$ cat config.mk
export PLATFORM = sky130hd
export DESIGN_NAME = program_counter_unit
export DESIGN_NICKNAME = d
export VERILOG_FILES = /design/src/rtl/pc_pkg.sv /design/src/rtl/pc_return_stack.sv /design/src/rtl/program_counter_unit.sv
export SDC_FILE = /design/constraint.sdc
export NUM_CORES = 1
export LEC_CHECK = 0
export CAP_MARGIN = 40
export CORE_ASPECT_RATIO = 1.75
export CORE_UTILIZATION = 51
export DETAILED_ROUTE_END_ITERATION = 12
export PLACE_DENSITY = 0.77
export SYNTH_ARGS = -nofsm -noshare
export SYNTH_HDL_FRONTEND = slang
export SYNTH_HIERARCHICAL = 1
export SYNTH_SLANG_ARGS = --single-unit
export TNS_END_PERCENT = 10
$ cat constraint.sdc
create_clock -name clk -period 2.54 [get_ports clk]
set_clock_uncertainty 0.1 [all_clocks]
set_input_delay 0.508 -clock clk [delete_from_list [all_inputs] [get_ports clk]]
set_output_delay 0.508 -clock clk [all_outputs]
set_load 0.05 [all_outputs]
$ cat src/rtl/pc_pkg.sv
// Package shared by the program counter and the decode stage.
//   pc_sel_e    : next-PC source selected for one clock edge
//   pc_resolve  : priority resolve of the raw control strobes
//   ring_next / ring_prev : modular index helpers for the return-address ring
package pc_pkg;

  typedef enum logic [2:0] {
    PC_HOLD,
    PC_RET,
    PC_CALL,
    PC_JUMP,
    PC_BRANCH,
    PC_SEQ
  } pc_sel_e;

  // Exactly one action per edge: stall > ret > call > jump > branch > increment.
  function automatic pc_sel_e pc_resolve(input logic stall, input logic ret,
                                         input logic call, input logic jump,
                                         input logic branch);
    if (stall)       return PC_HOLD;
    else if (ret)    return PC_RET;
    else if (call)   return PC_CALL;
    else if (jump)   return PC_JUMP;
    else if (branch) return PC_BRANCH;
    else             return PC_SEQ;
  endfunction

  function automatic int ring_next(input int idx, input int depth);
    return (idx == depth - 1) ? 0 : idx + 1;
  endfunction

  function automatic int ring_prev(input int idx, input int depth);
    return (idx == 0) ? depth - 1 : idx - 1;
  endfunction

endpackage

$ cat src/rtl/pc_return_stack.sv
// Circular return-address stack.
// Ports:
//   clk, reset      : rising-edge clock, asynchronous active-low reset
//   push, push_data : write push_data as the new top (overwrites oldest when full)
//   pop             : discard the top entry (ignored when empty)
//   top             : current top entry (meaningless when empty)
//   depth           : live entry count, saturates at RAS_DEPTH
//   full, empty     : depth == RAS_DEPTH / depth == 0
module pc_return_stack
  import pc_pkg::*;
#(
  parameter int ADDR_W    = 10,
  parameter int RAS_DEPTH = 4
) (
  input  logic                           clk,
  input  logic                           reset,
  input  logic                           push,
  input  logic                           pop,
  input  logic [ADDR_W-1:0]              push_data,
  output logic [ADDR_W-1:0]              top,
  output logic [$clog2(RAS_DEPTH+1)-1:0] depth,
  output logic                           full,
  output logic                           empty
);

  localparam int PTR_W = (RAS_DEPTH > 1) ? $clog2(RAS_DEPTH) : 1;
  localparam int CNT_W = $clog2(RAS_DEPTH + 1);

  logic [ADDR_W-1:0] mem [RAS_DEPTH];
  logic [PTR_W-1:0]  wr_ptr;
  logic [PTR_W-1:0]  top_ptr;

  // wr_ptr is the next free slot; the ring simply wraps, so a push while full
  // lands on the oldest entry and discards it.
  assign top_ptr = PTR_W'(ring_prev(int'(wr_ptr), RAS_DEPTH));
  assign top     = mem[top_ptr];
  assign full    = (depth == CNT_W'(RAS_DEPTH));
  assign empty   = (depth == '0);

  always_ff @(posedge clk or negedge reset) begin
    if (!reset) begin
      wr_ptr <= '0;
      depth  <= '0;
    end else if (push) begin
      wr_ptr <= PTR_W'(ring_next(int'(wr_ptr), RAS_DEPTH));
      if (!full) depth <= depth + CNT_W'(1);
    end else if (pop && !empty) begin
      wr_ptr <= top_ptr;
      depth  <= depth - CNT_W'(1);
    end
  end

  // Entry storage carries no reset; contents are don't-care until pushed.
  always_ff @(posedge clk) begin
    if (push) mem[wr_ptr] <= push_data;
  end

endmodule

$ cat src/rtl/program_counter_unit.sv
// Fetch-stage program counter with sequential, branch, jump, call and return.
// Ports:
//   clk, reset            : rising-edge clock, asynchronous active-low reset
//   stall                 : hold PC, RAS and flags; fetch invalid this cycle
//   branch_en/offset      : PC-relative branch, signed offset
//   jump_en, jump_target  : absolute jump
//   call_en               : push PC+INC and jump to jump_target
//   ret_en                : pop return address into PC
//   instruction_address   : registered fetch address
//   instr_valid           : fetch address valid
//   ras_depth             : live return-stack entry count
//   ras_overflow/underflow: sticky error flags, cleared only by reset
module program_counter_unit
  import pc_pkg::*;
#(
  parameter int ADDR_W    = 10,
  parameter int OFF_W     = 8,
  parameter int INC       = 1,
  parameter int RESET_VEC = 0,
  parameter int RAS_DEPTH = 4
) (
  input  logic                           clk,
  input  logic                           reset,
  input  logic                           stall,
  input  logic                           branch_en,
  input  logic signed [OFF_W-1:0]        branch_offset,
  input  logic                           jump_en,
  input  logic                           call_en,
  input  logic                           ret_en,
  input  logic [ADDR_W-1:0]              jump_target,
  output logic [ADDR_W-1:0]              instruction_address,
  output logic                           instr_valid,
  output logic [$clog2(RAS_DEPTH+1)-1:0] ras_depth,
  output logic                           ras_overflow,
  output logic                           ras_underflow
);

  // started is low only between reset release and the first edge; that edge
  // just validates RESET_VEC as the first fetch and ignores all controls.
  logic               started;
  pc_sel_e            sel_p0;
  logic [ADDR_W-1:0]  pc_next_p0;
  logic [ADDR_W-1:0]  seq_addr_p0;
  logic [ADDR_W-1:0]  branch_addr_p0;
  logic signed [ADDR_W-1:0] offset_ext_p0;
  logic [ADDR_W-1:0]  ras_top;
  logic               ras_full;
  logic               ras_empty;
  logic               ras_push;
  logic               ras_pop;

  // ---- stage p0: resolve and next-PC selection ----
  assign sel_p0         = started ? pc_resolve(stall, ret_en, call_en, jump_en, branch_en)
                                  : PC_HOLD;
  assign offset_ext_p0  = ADDR_W'(branch_offset);
  assign seq_addr_p0    = instruction_address + ADDR_W'(INC);
  assign branch_addr_p0 = instruction_address + $unsigned(offset_ext_p0);
  assign ras_push       = (sel_p0 == PC_CALL);
  assign ras_pop        = (sel_p0 == PC_RET);

  always_comb begin
    pc_next_p0 = instruction_address;
    case (sel_p0)
      PC_HOLD:   pc_next_p0 = instruction_address;
      PC_RET:    pc_next_p0 = ras_empty ? seq_addr_p0 : ras_top;
      PC_CALL:   pc_next_p0 = jump_target;
      PC_JUMP:   pc_next_p0 = jump_target;
      PC_BRANCH: pc_next_p0 = branch_addr_p0;
      PC_SEQ:    pc_next_p0 = seq_addr_p0;
      default:   pc_next_p0 = instruction_address;
    endcase
  end

  pc_return_stack #(
    .ADDR_W   (ADDR_W),
    .RAS_DEPTH(RAS_DEPTH)
  ) u_ras (
    .clk      (clk),
    .reset    (reset),
    .push     (ras_push),
    .pop      (ras_pop),
    .push_data(seq_addr_p0),
    .top      (ras_top),
    .depth    (ras_depth),
    .full     (ras_full),
    .empty    (ras_empty)
  );

  // ---- stage p1: PC register, valid and sticky flags ----
  always_ff @(posedge clk or negedge reset) begin
    if (!reset) begin
      instruction_address <= ADDR_W'(RESET_VEC);
      instr_valid         <= 1'b0;
      started             <= 1'b0;
      ras_overflow        <= 1'b0;
      ras_underflow       <= 1'b0;
    end else begin
      started             <= 1'b1;
      instruction_address <= pc_next_p0;
      instr_valid         <= !(started && stall);
      if (ras_push && ras_full)  ras_overflow  <= 1'b1;
      if (ras_pop  && ras_empty) ras_underflow <= 1'b1;
    end
  end

endmodule

==> results of run 1 <==
==> what timing repair did <==
action / CTS / global route
resized for setup: 0 / 1
hold buffers: 0 / 0
setup buffers: 0 / 0
endpoints found under the setup margin: 0 / 1
==> power groups by stage <==
stage / Combinational [W] / Sequential (W) / Clock (W)
finish: 0.00240 / 0.00157 / 0.00126
global route: 0.00259 / 0.00161 / 0.00132
CTS: 0.00240 / 0.00157 / 0.00128
detailed placement: 0.00237 / 0.00159 / 0
global placement: 0.00231 / 0.00157 / 0
floorplan: 0.00138 / 0.00188 / 0
==> per-layer routing <==
| metal | wire [um] | global-route usage | up-vias |
|---|---|---|---|
| met5 | 0 | 0 | - |
| met4 | 229 | 0.1393 | 0 |
| met3 | 328 | 0.04733 | 16 |
| met2 | 4767 | 0.4688 | 92 |
| met1 | 2991 | 0.2653 | 1288 |
| li1 | - | - | 1273 |
==> flip-flops by register name, summed over array words and instances (netlist names) <==
name / flops
ras_overflow: 1
ras_underflow: 1
instr_valid: 1
u_ras/depth: 3
u_ras/mem: 40
u_ras/wr_ptr: 2
started: 1
instruction_address: 10
==> kinds of logic (layout without fill, tap and decap cells) <==
kind of cell	Yosys count	count (layout)	synth area share
AOI/OAI and AO/OA	81	81	0.1668
xor gates and xnor gates	13	13	0.03278
adders and majority gates	17	17	0.06556
buffers and inverters	24	92	0.03783
DFF	59	59	0.4827
muxes	13	13	0.06844
other	1	1	0.001080
and+or+nand+nor	88	88	0.1448
==> synth_stat cells (5+ instances only) <==
master / instances
a211oi_1: 6
a21o_1: 8
a21oi_1: 13
and2_1: 10
buf_2: 6
dfrtp_1: 19
edfxtp_1: 40
ha_1: 15
inv_1: 11
mux2i_1: 5
mux4_2: 6
nand2_1: 22
nand3_1: 6
nor2_1: 8
nor2b_1: 5
nor3_1: 7
o211ai_1: 9
o21a_1: 5
o21ai_0: 15
xnor2_1: 9
==> layout make-up <==
class / count / area, um^2
Fill cell: 518 / 2103
Sequential cell: 59 / 1677
Multi-Input combinational cell: 213 / 1668
Timing Repair Buffer: 65 / 638.1
Clock buffer: 10 / 229.0
Tap cell: 82 / 102.6
Clock inverter: 6 / 80.08
Inverter: 11 / 41.29
==> metrics by stage <==
step           hold WS (ps)  std cells
6_report              364.9        446
5_1_grt               395.1        446
3_3_place_gp          346.0        430
2_1_floorplan         112.4        296
4_1_cts               376.0        446
3_5_place_dp          363.4        430
==> path summary, 6_finish.rpt <==
check	startpoint	end	slack (ps)	cells past startpoint
max	instruction_address[2]$_DFFE_PN0P_	instruction_address[2]	170	1
min	ras_underflow$_DFFE_PN0P_	ras_underflow$_DFFE_PN0P_	360	1
max reg2reg	u_ras/wr_ptr[1]$_DFFE_PN0P_	instruction_address[9]$_DFFE_PN0P_	210	8
min reg2reg	ras_underflow$_DFFE_PN0P_	ras_underflow$_DFFE_PN0P_	360	1
max in group asynchronous	reset	ras_underflow$_DFFE_PN0P_	1680	2
min in group asynchronous	reset	u_ras/wr_ptr[1]$_DFFE_PN0P_	430	2
==> out/metrics.yaml, run 1 <==
synthesis:
  yosysWarnings: 6
  synthArstFlopShare: 0.3220
  ys_ff_latch: 59
  synth_edf_count: 40
  synth_top_area_share: 0.3458
  yosysSeqAreaShare: 0.4827
  synth_nets: 338
  netlist_top_cells_area: "edfxtp_1 (35%), dfrtp_1 (14%), ha_1 (5.4%)"
  yosys.area.top_type: "edfxtp_1"
  syn-cell-area_mm2: 0.003473
  ys_types: 56
  syn_inst: 296
  synthFlopType: "edfxtp_1"
  synth_area_per_cell_um2: 11.73
floorplanning:
  die_h_um: 111.2
  fp.dieArea_mm2: 0.007158
  core_mm2: 0.006539
  pin_count: 41
  num_rows: 39
  initial_core_util: 0.5312
  die_x_um: 64.39
worst_setup_path:
  critPathMaxFanout: 12
  worstPathCellList: "clkdlybuf4s50_1"
  cp-start-kind: "flop"
  critPathMaxStageDelay_ps: 880
  crit_path_end_kind: "primary output"
  cp.arrival_ps: 1760
  crit_family: "buffers and inverters"
  worstSetupPathType: "reg2out"
  cpMaxStageDelayCell: "clkdlybuf4s50_1"
  cp.buffers_inverters: 1
  crit_required_ps: 1930
power_and_ir_drop:
  power.density_mw_per_mm2: 1181
  swShare: 0.3959
  power.total_w: 0.005237
  power_frac_comb: 0.459
  seq_power_share: 0.300
  clockPowerShare: 0.241
  irDropWorstVdd_mv: 0.7550
  p_int_w: 0.003164
  leakage_nw: 1.691
  p_sw_w: 0.002073
final_layout:
  syn_to_final_growth_pct: 27.70
  n_antenna_cell: 0
  final_util: 0.6783
  nets: 401
  final_cell_mix: "clkdlybuf4s50_1 (40), edfxtp_1 (40), nand2_1 (22)"
  layout-drive-gt1-share: 0.1566
  fin_area_mm2: 0.004436
global_routing:
  gr-total-overflow: 0
  grt_pass1_wl_mm: 13.31
  grt_max_degree: 20
  antenna_found_initial: 0
  grtUsageTotal: 0.2565
  grt_pass1_vias: 2688
timing:
  finalMaxSlewViolations: 0
  setup_viol: 0
  tightestPinTransition_ps: 574.2
  hold_violations: 0
  timing.final.crit_share: 0.9341
  max_freq_mhz: 421.5
  period_minus_slack_ps: 2373
  setup_tns_ps: 0
  fin_ws_ps: 167.4
  slew_headroom: 0.6151
  rsz0062_at_grt: "false"
cts:
  clk_latency_ps: 330
  htreeDepth: 3
  cts_sinks: 59
  tritoncts: "yes"
  clockBufferDepth: 2
  cts_made_buffers: 9
  clkTransAtPathRegs_ps: 50
  clock-root-buffer: "clkbuf_16"
detailed_routing:
  drcViolationCount: 0
  ant_nets: 0
  wl_mm: 8.316
  post_drt_wl_per_cell_um: 18.65
  vias_per_cell: 5.984
  drtIter0Drc: 180
  firstDrtPassIters: 4
  vias: 2669
placement:
  place_congestion: 0.9185
  io_buffers: 40
  place_ws_ps: -72.03
  place_area_mm2: 0.004124
  hpwl_mm: 6.135
hold_path:
  min_path_type: "reg2reg"
outcome:
  status: "complete, no violations"
flow_run:
  max_cap_violations: 0
Note: power is estimated with default switching activity, not from simulation.
==> inputs of run 2 (changes only) <==
CAP_MARGIN = 30   (was 40)
CORE_UTILIZATION = 61   (was 51)
PLACE_DENSITY = 0.86   (was 0.77)
clock period = 2.97 ns   (was 2.54 ns; I/O delays follow)
==> out/metrics.yaml, run 2 (same netlist as run 1, synthesis figures left out) <==
timing:
  period_minus_slack_ps: 2518
  tightestPinTransition_ps: 547.8
  finalMaxSlewViolations: 0
  setup_viol: 0
  hold_violations: 0
  setup_tns_ps: 0
  fin_ws_ps: 452.5
  whs_ps: 367.4
  max_freq_mhz: 397.2
  slew_headroom: 0.6328
  timing.final.crit_share: 0.8477
  rsz0062_at_grt: "false"
final_layout:
  regMostFlops: "u_ras/mem"
  syn_to_final_growth_pct: 18.98
  nets: 388
  final_cell_mix: "clkdlybuf4s50_1 (40), edfxtp_1 (40), nand2_1 (22)"
  layout-drive-gt1-share: 0.1225
  stdcell_count: 427
  reg_top3: "u_ras/mem: 40 flops, instruction_address: 10 flops, u_ras/depth: 3 flops"
  n_antenna_cell: 0
  largest_reg_flops: 40
worst_setup_path:
  cp-start-kind: "flop"
  cp.buffers_inverters: 1
  crit_required_ps: 2280
  cpMaxStageDelayCell: "clkdlybuf4s50_1"
  crit_path_end_kind: "primary output"
  worstPathCellList: "clkdlybuf4s50_1"
  critPathMaxFanout: 12
  regToRegSetupSlack_ps: 530
  cp.arrival_ps: 1820
  worstSetupPathType: "reg2out"
  crit_family: "buffers and inverters"
  critPathMaxStageDelay_ps: 900
cts:
  clkTransAtPathRegs_ps: 70
  cts_made_buffers: 9
  cts-hold-fix-buffers: 0
  clock-root-buffer: "clkbuf_8"
  ctsResizeCount: 0
  htreeDepth: 3
  cts_sinks: 59
  clk_latency_ps: 340
  cts_setup_buffers: 0
  clockBufferDepth: 2
  tritoncts: "yes"
floorplanning:
  die_h_um: 101.8
  die_x_um: 59.04
  core_mm2: 0.005540
  pin_count: 41
  initial_core_util: 0.6269
  num_rows: 36
  fp.dieArea_mm2: 0.006011
detailed_routing:
  vias: 2684
  vias_per_cell: 6.286
  drcViolationCount: 0
  wl_mm: 8.051
  firstDrtPassIters: 5
  post_drt_wl_per_cell_um: 18.85
  ant_nets: 0
  drtIter0Drc: 147
power_and_ir_drop:
  leakage_nw: 1.559
  irDropWorstVdd_mv: 0.6657
  power.total_w: 0.003962
  power.density_mw_per_mm2: 958.6
placement:
  place_ws_ps: 296.4
  hpwl_mm: 6.102
  place_congestion: 0.8514
  dp_cells: 411
  io_buffers: 40
global_routing:
  antenna_found_initial: 0
  gr-total-overflow: 0
  met1_usage: 0.3310
  use_met2: 0.5490
  grt_pass1_wl_mm: 13.26
  grtUsageTotal: 0.3060
  grt_pass1_vias: 2704
  grt_max_degree: 20
  grt-busiest-layer: "met2"
  grt.met3_usage: 0.05443
hold_path:
  min_path_type: "reg2reg"
flow_run:
  max_cap_violations: 0
outcome:
  status: "complete, no violations"
-- run 2: cell types whose count changed in the layout (fill, tap and decap cells not counted) --
cell / change
clkbuf_8: +10
buf_4: -9
clkbuf_16: -9
buf_12: -4
bufinv_16: -2
clkinv_2: +2
clkbuf_1: +1
clkinv_1: -1
clkinvlp_4: -1
ha_1: +1
ha_2: -1
-- run 2: path summary, 6_finish.rpt --
path | cells past startpoint | start | to
max | 1 | instruction_address[2]$_DFFE_PN0P_ | instruction_address[2]
min | 1 | ras_underflow$_DFFE_PN0P_ | ras_underflow$_DFFE_PN0P_
max reg2reg | 8 | u_ras/wr_ptr[1]$_DFFE_PN0P_ | instruction_address[9]$_DFFE_PN0P_
min reg2reg | 1 | ras_underflow$_DFFE_PN0P_ | ras_underflow$_DFFE_PN0P_
max in group asynchronous | 2 | reset | instruction_address[7]$_DFFE_PN0P_
min in group asynchronous | 2 | reset | instr_valid$_DFF_PN0_
-- run 2: routing by layer --
layer	wire length (um)	share of wire
met1	2843	0.35
met2	4508	0.56
met3	345	0.043
met4	354	0.044
met5	0	0
-- run 2: worst reg2reg max path, delay by kind of cell, from the launching register on --
family | cells | cell delay [ps]
mux | 1 | 540
compound gates | 2 | 510
flops | 1 | 400
simple gates | 3 | 390
buf+inv | 1 | 110
fa+ha+maj | 1 | 270
-- run 2: area by class of cell --
cell class / count / area [um^2]
inverter: 11 / 41.29
tap: 76 / 95.09
multi-input combinational: 213 / 1665
clock inverter: 4 / 18.77
fill: 376 / 1408
timing repair buffer: 52 / 490.5
clock buffer: 12 / 145.1
sequential: 59 / 1677
-- run 2: per-stage QoR --
step                      cell area [um^2]  utilization
after global routing                  4133       0.7459
after CTS                             4133       0.7459
final                                 4133       0.7459
after detailed placement              3969       0.7164
after floorplan                       3473            -
after global placement                3969       0.7164
-- run 2: where the power goes --
part	internal (W)	switching, W	leakage [nW]	total, W
clock network	0.000318	0.000308	0.0876	0.000626
registers	0.00111	0.000234	0.587	0.00134
logic	0.000822	0.00117	0.884	0.00200
total	0.00225	0.00171	1.56	0.00396
